===== src/rtl/pipe_ctrl_pkg.sv =====
// Shared state encodings and PC-source codes for the pipeline sequencing controller.
package pipe_ctrl_pkg;

  typedef enum logic [1:0] {
    ST_IDLE   = 2'b00,
    ST_RUN    = 2'b01,
    ST_DRAIN  = 2'b10,
    ST_HALTED = 2'b11
  } state_t;

  localparam logic [1:0] PC_SRC_ZERO = 2'b00;
  localparam logic [1:0] PC_SRC_INC  = 2'b01;
  localparam logic [1:0] PC_SRC_BR   = 2'b10;

endpackage


===== src/rtl/pipe_ctrl_hazard_unit.sv =====
// Load-use hazard detector: flags an ID instruction that reads the register a load in EXE is about to write.
import pipe_ctrl_pkg::*;

module hazard_unit #(
  parameter int RFW = 5
) (
  input  logic [RFW-1:0] id_rs1,
  input  logic [RFW-1:0] id_rs2,
  input  logic           id_use_rs1,
  input  logic           id_use_rs2,
  input  logic [RFW-1:0] ex_rd,
  input  logic           ex_is_load,
  output logic           load_use
);

  logic rs1_hit;
  logic rs2_hit;

  // Register 0 is hardwired, so a load targeting it never creates a dependency.
  assign rs1_hit  = id_use_rs1 && (id_rs1 == ex_rd);
  assign rs2_hit  = id_use_rs2 && (id_rs2 == ex_rd);
  assign load_use = ex_is_load && (ex_rd != '0) && (rs1_hit || rs2_hit);

endmodule


===== src/rtl/pipe_ctrl.sv =====
// Pipeline sequencing and hazard controller (start-up, load-use stall, branch flush, halt drain).
// Optional performance counters are built when PIPE_CTRL_PERF_EN is defined.
import pipe_ctrl_pkg::*;

module pipe_ctrl #(
  parameter int RFW   = 5,
  parameter int IMW   = 4,
  parameter int DEPTH = 5,
  parameter int CW    = 16
) (
  input  logic           clk,
  input  logic           rst_n,
  input  logic           start,
  input  logic           halt_req,
  input  logic [RFW-1:0] id_rs1,
  input  logic [RFW-1:0] id_rs2,
  input  logic           id_use_rs1,
  input  logic           id_use_rs2,
  input  logic [RFW-1:0] ex_rd,
  input  logic           ex_is_load,
  input  logic           ex_br_taken,
  output logic           pc_en,
  output logic [1:0]     pc_src,
  output logic           if_id_en,
  output logic           if_id_flush,
  output logic           id_exe_flush,
  output logic           running,
  output logic           halted,
  output logic [CW-1:0]  stall_cycles,
  output logic [CW-1:0]  flush_events
);

  localparam int DCW = $clog2(DEPTH + 1);

  // The drain length is DEPTH-2 plus the terminal zero cycle, so fewer than 3 stages makes no sense.
  if (DEPTH < 3 || IMW < 1) begin : g_param_check
    $error("pipe_ctrl: DEPTH must be >= 3 and IMW >= 1");
  end

  state_t         state;
  state_t         state_nxt;
  logic [DCW-1:0] drain_cnt;
  logic [DCW-1:0] drain_nxt;
  logic           load_use;

  hazard_unit #(.RFW(RFW)) u_hazard (
    .id_rs1    (id_rs1),
    .id_rs2    (id_rs2),
    .id_use_rs1(id_use_rs1),
    .id_use_rs2(id_use_rs2),
    .ex_rd     (ex_rd),
    .ex_is_load(ex_is_load),
    .load_use  (load_use)
  );

  always_ff @(posedge clk) begin
    if (!rst_n) begin
      state     <= ST_IDLE;
      drain_cnt <= '0;
    end else begin
      state     <= state_nxt;
      drain_cnt <= drain_nxt;
    end
  end

  // In RUN the branch outranks load-use, which outranks halt: a taken branch squashes both.
  always_comb begin
    state_nxt    = state;
    drain_nxt    = drain_cnt;
    pc_en        = 1'b0;
    pc_src       = PC_SRC_ZERO;
    if_id_en     = 1'b0;
    if_id_flush  = 1'b0;
    id_exe_flush = 1'b0;
    case (state)
      ST_IDLE: begin
        pc_en = 1'b1;
        if (start) state_nxt = ST_RUN;
      end
      ST_RUN: begin
        if (ex_br_taken) begin
          pc_en        = 1'b1;
          pc_src       = PC_SRC_BR;
          if_id_en     = 1'b1;
          if_id_flush  = 1'b1;
          id_exe_flush = 1'b1;
        end else if (load_use) begin
          id_exe_flush = 1'b1;
        end else if (halt_req) begin
          if_id_en    = 1'b1;
          if_id_flush = 1'b1;
          drain_nxt   = DCW'(DEPTH - 2);
          state_nxt   = ST_DRAIN;
        end else begin
          pc_en    = 1'b1;
          pc_src   = PC_SRC_INC;
          if_id_en = 1'b1;
        end
      end
      ST_DRAIN: begin
        if_id_en     = 1'b1;
        if_id_flush  = 1'b1;
        id_exe_flush = 1'b1;
        if (drain_cnt == '0) state_nxt = ST_HALTED;
        else                 drain_nxt = drain_cnt - 1'b1;
      end
      ST_HALTED: begin
        pc_en = 1'b1;
        if (start) state_nxt = ST_RUN;
      end
      default: state_nxt = ST_IDLE;
    endcase
  end

  assign running = (state == ST_RUN);
  assign halted  = (state == ST_HALTED);

`ifdef PIPE_CTRL_PERF_EN
  logic [CW-1:0] stall_q;
  logic [CW-1:0] flush_q;
  logic          stall_hit;
  logic          flush_hit;
  logic          restart;

  assign stall_hit = running && !ex_br_taken && load_use;
  assign flush_hit = running && ex_br_taken;
  assign restart   = halted && start;

  // Counters saturate rather than wrap so a long run never reports a misleadingly small value.
  always_ff @(posedge clk) begin
    if (!rst_n || restart) begin
      stall_q <= '0;
      flush_q <= '0;
    end else begin
      if (stall_hit && (stall_q != '1)) stall_q <= stall_q + 1'b1;
      if (flush_hit && (flush_q != '1)) flush_q <= flush_q + 1'b1;
    end
  end

  assign stall_cycles = stall_q;
  assign flush_events = flush_q;
`else
  assign stall_cycles = '0;
  assign flush_events = '0;
`endif

endmodule


===== config.mk =====
export PLATFORM = sky130hd
export DESIGN_NAME = pipe_ctrl
export DESIGN_NICKNAME = d
export VERILOG_FILES = /design/src/rtl/pipe_ctrl_pkg.sv /design/src/rtl/pipe_ctrl_hazard_unit.sv /design/src/rtl/pipe_ctrl.sv
export SDC_FILE = /design/constraint.sdc
export NUM_CORES = 1
export LEC_CHECK = 0
export ABC_CLOCK_PERIOD_IN_PS = 4500
export CORE_MARGIN = 2
export CORE_UTILIZATION = 37
export DETAILED_ROUTE_END_ITERATION = 8
export GPL_ROUTABILITY_DRIVEN = 0
export PLACE_DENSITY = 0.87
export SETUP_SLACK_MARGIN = 0.3
export SKIP_LAST_GASP = 1
export SYNTH_ARGS = -nofsm -noshare
export SYNTH_HDL_FRONTEND = slang
export SYNTH_SLANG_ARGS = --single-unit

===== constraint.sdc =====
create_clock -name clk -period 4.5 [get_ports clk]
set_clock_uncertainty 0.1 [all_clocks]
set_input_delay 1.35 -clock clk [delete_from_list [all_inputs] [get_ports clk]]
set_output_delay 1.35 -clock clk [all_outputs]
set_load 0.02 [all_outputs]

======== Yosys cells after proc, flatten, opt, wreduce, memory -nomap -nowiden ========
Index checks and enable logic that the tools add are counted.
word-level totals
  register bits ........................... 5
operators by class
  equality and inequality tests ........... 11
  muxes and demuxes ....................... 29
  reductions and logical operators ........ 12
  add/subtract/negate cells ............... 1
operators by type and width
  operator                                           number
  two-way mux 2 bit                                  7
  two-way mux 1 bit                                  12
  two-way mux 3 bit                                  4
  == test 5 bit                                      2
  != test 2 bit (second input constant)              5
  AND reduction 5 bit                                2
  one-hot mux 1 bit (2 select lines)                 4
  one-hot mux 2 bit (3 select lines)                 1
  one-hot mux 3 bit (2 select lines)                 1
  nonzero test 5 bit                                 1
  == test 2 bit (second input constant)              2
  logical AND 1 bit                                  4
  zero test 3 bit                                    1
  subtractor 3 x 1 -> 3 bit (second input constant)  1
  == test 2 x 1 -> 1 bit (second input constant)     1
  zero test 2 bit                                    1
  != test 2 x 1 -> 1 bit (second input constant)     1
  nonzero test 2 bit                                 1
  OR reduction 2 bit                                 1
  logical OR 1 bit                                   1

======== Logic depth before layout (Yosys ltp) ========
  word-level depth ........................ 7
  depth in mapped cells ................... 9

======== Modules after synthesis ========
From an unflattened synthesis, not the netlist that was laid out.
unflattened totals
  cell total of the unflattened synthesis .. 109
  area total of the unflattened synthesis .. 867.1 um^2
modules (own cells, without submodules)
  module       sequential area each (um^2)  times used  cells each  area each (um^2)
  pipe_ctrl    100.1                        1           92          733.2
  hazard_unit  0.0                          1           17          133.9

======== Worst setup path before layout ========
No wires, ideal clock.
  path type ............................... input to output
  start point ............................. in ex_rd[3]
  end point ............................... out pc_src[0]
  setup slack ............................. 317 ps
  arrival time ............................ 2,733 ps
  cell stages on the path ................. 5
  cells stage by stage .................... or4_4 -> o21ai_4 -> nand2b_1 -> nand2_1 -> nor3_1
on the way
  cells in the longest elaborated chain, start to end .. 7
RTL lines
  what                                         line                                                      text
  start, declared                              pipe_ctrl.sv:19                                           input logic [RFW-1:0] ex_rd,
  == test 5 bit, on equally long branches      pipe_ctrl_hazard_unit.sv:20, pipe_ctrl_hazard_unit.sv:21
  logical AND 1 bit, on equally long branches  pipe_ctrl_hazard_unit.sv:20, pipe_ctrl_hazard_unit.sv:21
  logical OR 1 bit                             pipe_ctrl_hazard_unit.sv:22                               assign load_use = ex_is_load && (ex_rd != '0) && (rs1_hit || rs2_hit);
  logical AND 1 bit (*)                        pipe_ctrl_hazard_unit.sv:22
  two-way mux 1 bit (*)                        pipe_ctrl.sv:87                                           end else if (load_use) begin
  two-way mux 2 bit (*)                        pipe_ctrl.sv:81                                           if (ex_br_taken) begin
  two-way mux 2 bit (*)                        pipe_ctrl.sv:75                                           case (state)
  end, declared                                pipe_ctrl.sv:23                                           output logic [1:0] pc_src,
Mark *: on every way between the ends. The rest lies on a longest branch, timed or not.

======== Worst setup path in the final report ========
  start point ............................. in ex_rd[0]
  end point ............................... out if_id_en
on the way
  cells in the longest elaborated chain, start to end .. 7
RTL lines
  what                                         line                                                      text
  == test 5 bit, on equally long branches      pipe_ctrl_hazard_unit.sv:20, pipe_ctrl_hazard_unit.sv:21
  logical AND 1 bit, on equally long branches  pipe_ctrl_hazard_unit.sv:20, pipe_ctrl_hazard_unit.sv:21
  logical OR 1 bit                             pipe_ctrl_hazard_unit.sv:22
  logical AND 1 bit (*)                        pipe_ctrl_hazard_unit.sv:22
  two-way mux 1 bit (*)                        pipe_ctrl.sv:87
  two-way mux 1 bit (*)                        pipe_ctrl.sv:81
  one-hot mux 1 bit (2 select lines) (*)       pipe_ctrl.sv:75
  end, declared                                pipe_ctrl.sv:24                                           output logic if_id_en,
Marks and branches as above.

==> metrics.yaml <==
outcome: "complete, no violations"
synthAdderAreaFrac_pct: 8.58
initial_utilization_pct: 39.2
postSynth.asyncResetShare_pct: 0
hold_ws_ps: 398
cts.root.buffer_cell: "clkbuf_4"
ir_worst_vdd_uv: 203
ys_seq_area_share_pct: 11.4
clkTransAtPathRegs_ps: 40
postLayoutCellArea_mm2: 0.00120
viasPerCell: 4.39
cts.htree.levels: 1
synth-edff-count: 0
wl_mm: 1.85
rsz0062_at_grt: "no"
wl_per_cell_um: 10.3
rrSetupSlack_ps: 2390
cts_tree: "built"
holdPathStages: 2
drc_errors: 0
portBuffers: 30
drt_first_pass_iters: 4
io_pins: 63
syn_area_um2: 875
muxShareOfSynthArea_pct: 2.29
gr-usage-all-layers_pct: 13.3
ctsHoldBuffers: 0
post-dp-hpwl_mm: 1.52
leakage_nw: 0.594
critPathKind: "input pin to primary output"
synth_simple_gate_area_share_pct: 15.5
die_w_um: 52.6
gr-total-overflow: 0
synth_compound_area_share_pct: 19.2
synth_top_area_share_pct: 28.3
yosysMostFrequentCell: "buf_4"
worstReg2RegStart: "state[0]"
cap_viol_max_count: 0
synthXorXnorAreaFrac_pct: 10.0
synth-main-ff-cell: "dfxtp_1"
numCtsBuffers: 3
r2r_cells: 8
hold_violations: 0
area_growth_pct: 36.9
clk_latency_ps: 240
final_max_slew_viol_count: 0
setup_violations: 0
cts_max_path_buffers: 2
drive_gt1_share_pct: 26.3
synth_commonest_cells: "33 x buf_4, 10 x nand2_1, 10 x xnor2_1"
hp-start: "drain_cnt[2]"
ys_ff_latch: 5
max_freq_mhz: 240
final.min_clock_period_ps: 4170
fin_nets: 182
grt_first_pass_wirelength_mm: 2.76
diodes: 0
die_h_um: 52.6
synth_cells: 112
tns_ps: 0
r2r-end: "state[1]"
cp.required_ps: 3050
synthDistinctLibCells: 29
rows: 17
coreArea_mm2: 0.00223
min_to: "drain_cnt[2]"
via_count: 791
end_kind: "primary output"
dp_cells: 175
cp_max_fo: 3
grt_pass1_vias: 682
avgSynthCellArea_um2: 7.81
die_area_mm2: 0.00277
place_area_mm2: 0.00113
yosysWarningCount: 0
synth_top_family_by_area: "buffers and inverters"
final_cells: 180
antenna_found_initial: 0
powerDensity_mw_per_mm2: 335
synth_area_leaders: "buf_4 28%, dfxtp_1 11%, xnor2_1 10%"
startpoint_type: "input pin"
grt_max_degree: 11
min_path_type: "register to register"
ant_nets: 0
drt-initial-drc-count: 10
yosysTopAreaCell: "buf_4"
arrival_ps: 2720
cts.sinks: 5
post-route-period-util_pct: 92.7
cell usage in the layout, fill, tap and decap left out, types with 4 or more instances in the layout:
cell and instances:
buf_2 4, xnor2_1 7, nand2_1 9, clkdlybuf4s50_1 9, dlygate4sd2_1 6, dfxtp_1 5, buf_4 10, inv_1 9
ha_1 6, conb_1 32
worst max path at each step:
stage / to / depth (start not counted) / slack [ps] / from
6_report: if_id_en / 7 / 330 / ex_rd[0]
3_5_place_dp: pc_src[0] / 7 / -520 / ex_rd[4]
4_1_cts: pc_src[0] / 7 / 290 / ex_rd[1]
5_1_grt: if_id_en / 7 / 260 / ex_rd[0]
3_3_place_gp: pc_src[0] / 7 / -420 / ex_rd[4]
2_1_floorplan: pc_src[0] / 5 / 320 / ex_rd[3]
where the power goes:
part / leakage, nW / switching (W) / total [W] / internal, W
Sequential: 0.0410 / 0.0000117 / 0.0000689 / 0.0000572
Clock: 0.0150 / 0.0000167 / 0.0000502 / 0.0000334
Combinational: 0.539 / 0.000165 / 0.000283 / 0.000118
state kept, by name, indices dropped and copies added, names as in the netlist:
| register | flops |
|---|---|
| state | 2 |
| drain_cnt | 3 |
repair_timing:
action,CTS,global route
buffers inserted,1,0
resized for setup,55,16
pin swaps,16,14
setup endpoints to repair,5,6
critical path: stages:
cell,delay (ps)
buf_2,110
or4_4,540
o21ai_4,140
nand2b_4,160
nand2_2,70
a21oi_1,160
buf_2,180
cells by family after synthesis:
| family | count (synthesis) |
|---|---|
| buf+inv | 43 |
| other cells | 1 |
| mux | 2 |
| simple gates | 26 |
| flops | 5 |
| fa+ha+maj | 6 |
| compound gates | 19 |
| xor+xnor | 10 |
per-stage QoR:
step	utilization [%]	setup slack, ps	total power [W]
after global routing	53.6	259	0.000437
after global placement	50.8	-418	0.000336
after detailed placement	50.8	-521	0.000349
after floorplan	-	317	0.000273
after CTS	51.8	291	0.000392
final	53.6	330	0.000402
cell type report:
class,count,area [um2]
Fill cell,231,1040
Multi-Input combinational cell,95,666
Timing Repair Buffer,39,337
Sequential cell,5,100
Tap cell,28,35.0
Inverter,9,33.8
Clock buffer,4,26.3
per-layer routing:
metal | up-vias | global-route usage, % | share of wire [%]
met4 | 0 | 2.56 | 0
met5 | - | 0 | 0
met3 | 0 | 3.14 | 8.8
li1 | 389 | - | -
met1 | 360 | 12.9 | 36
met2 | 42 | 27.5 | 56
Note: power is estimated with default switching activity, not from simulation.
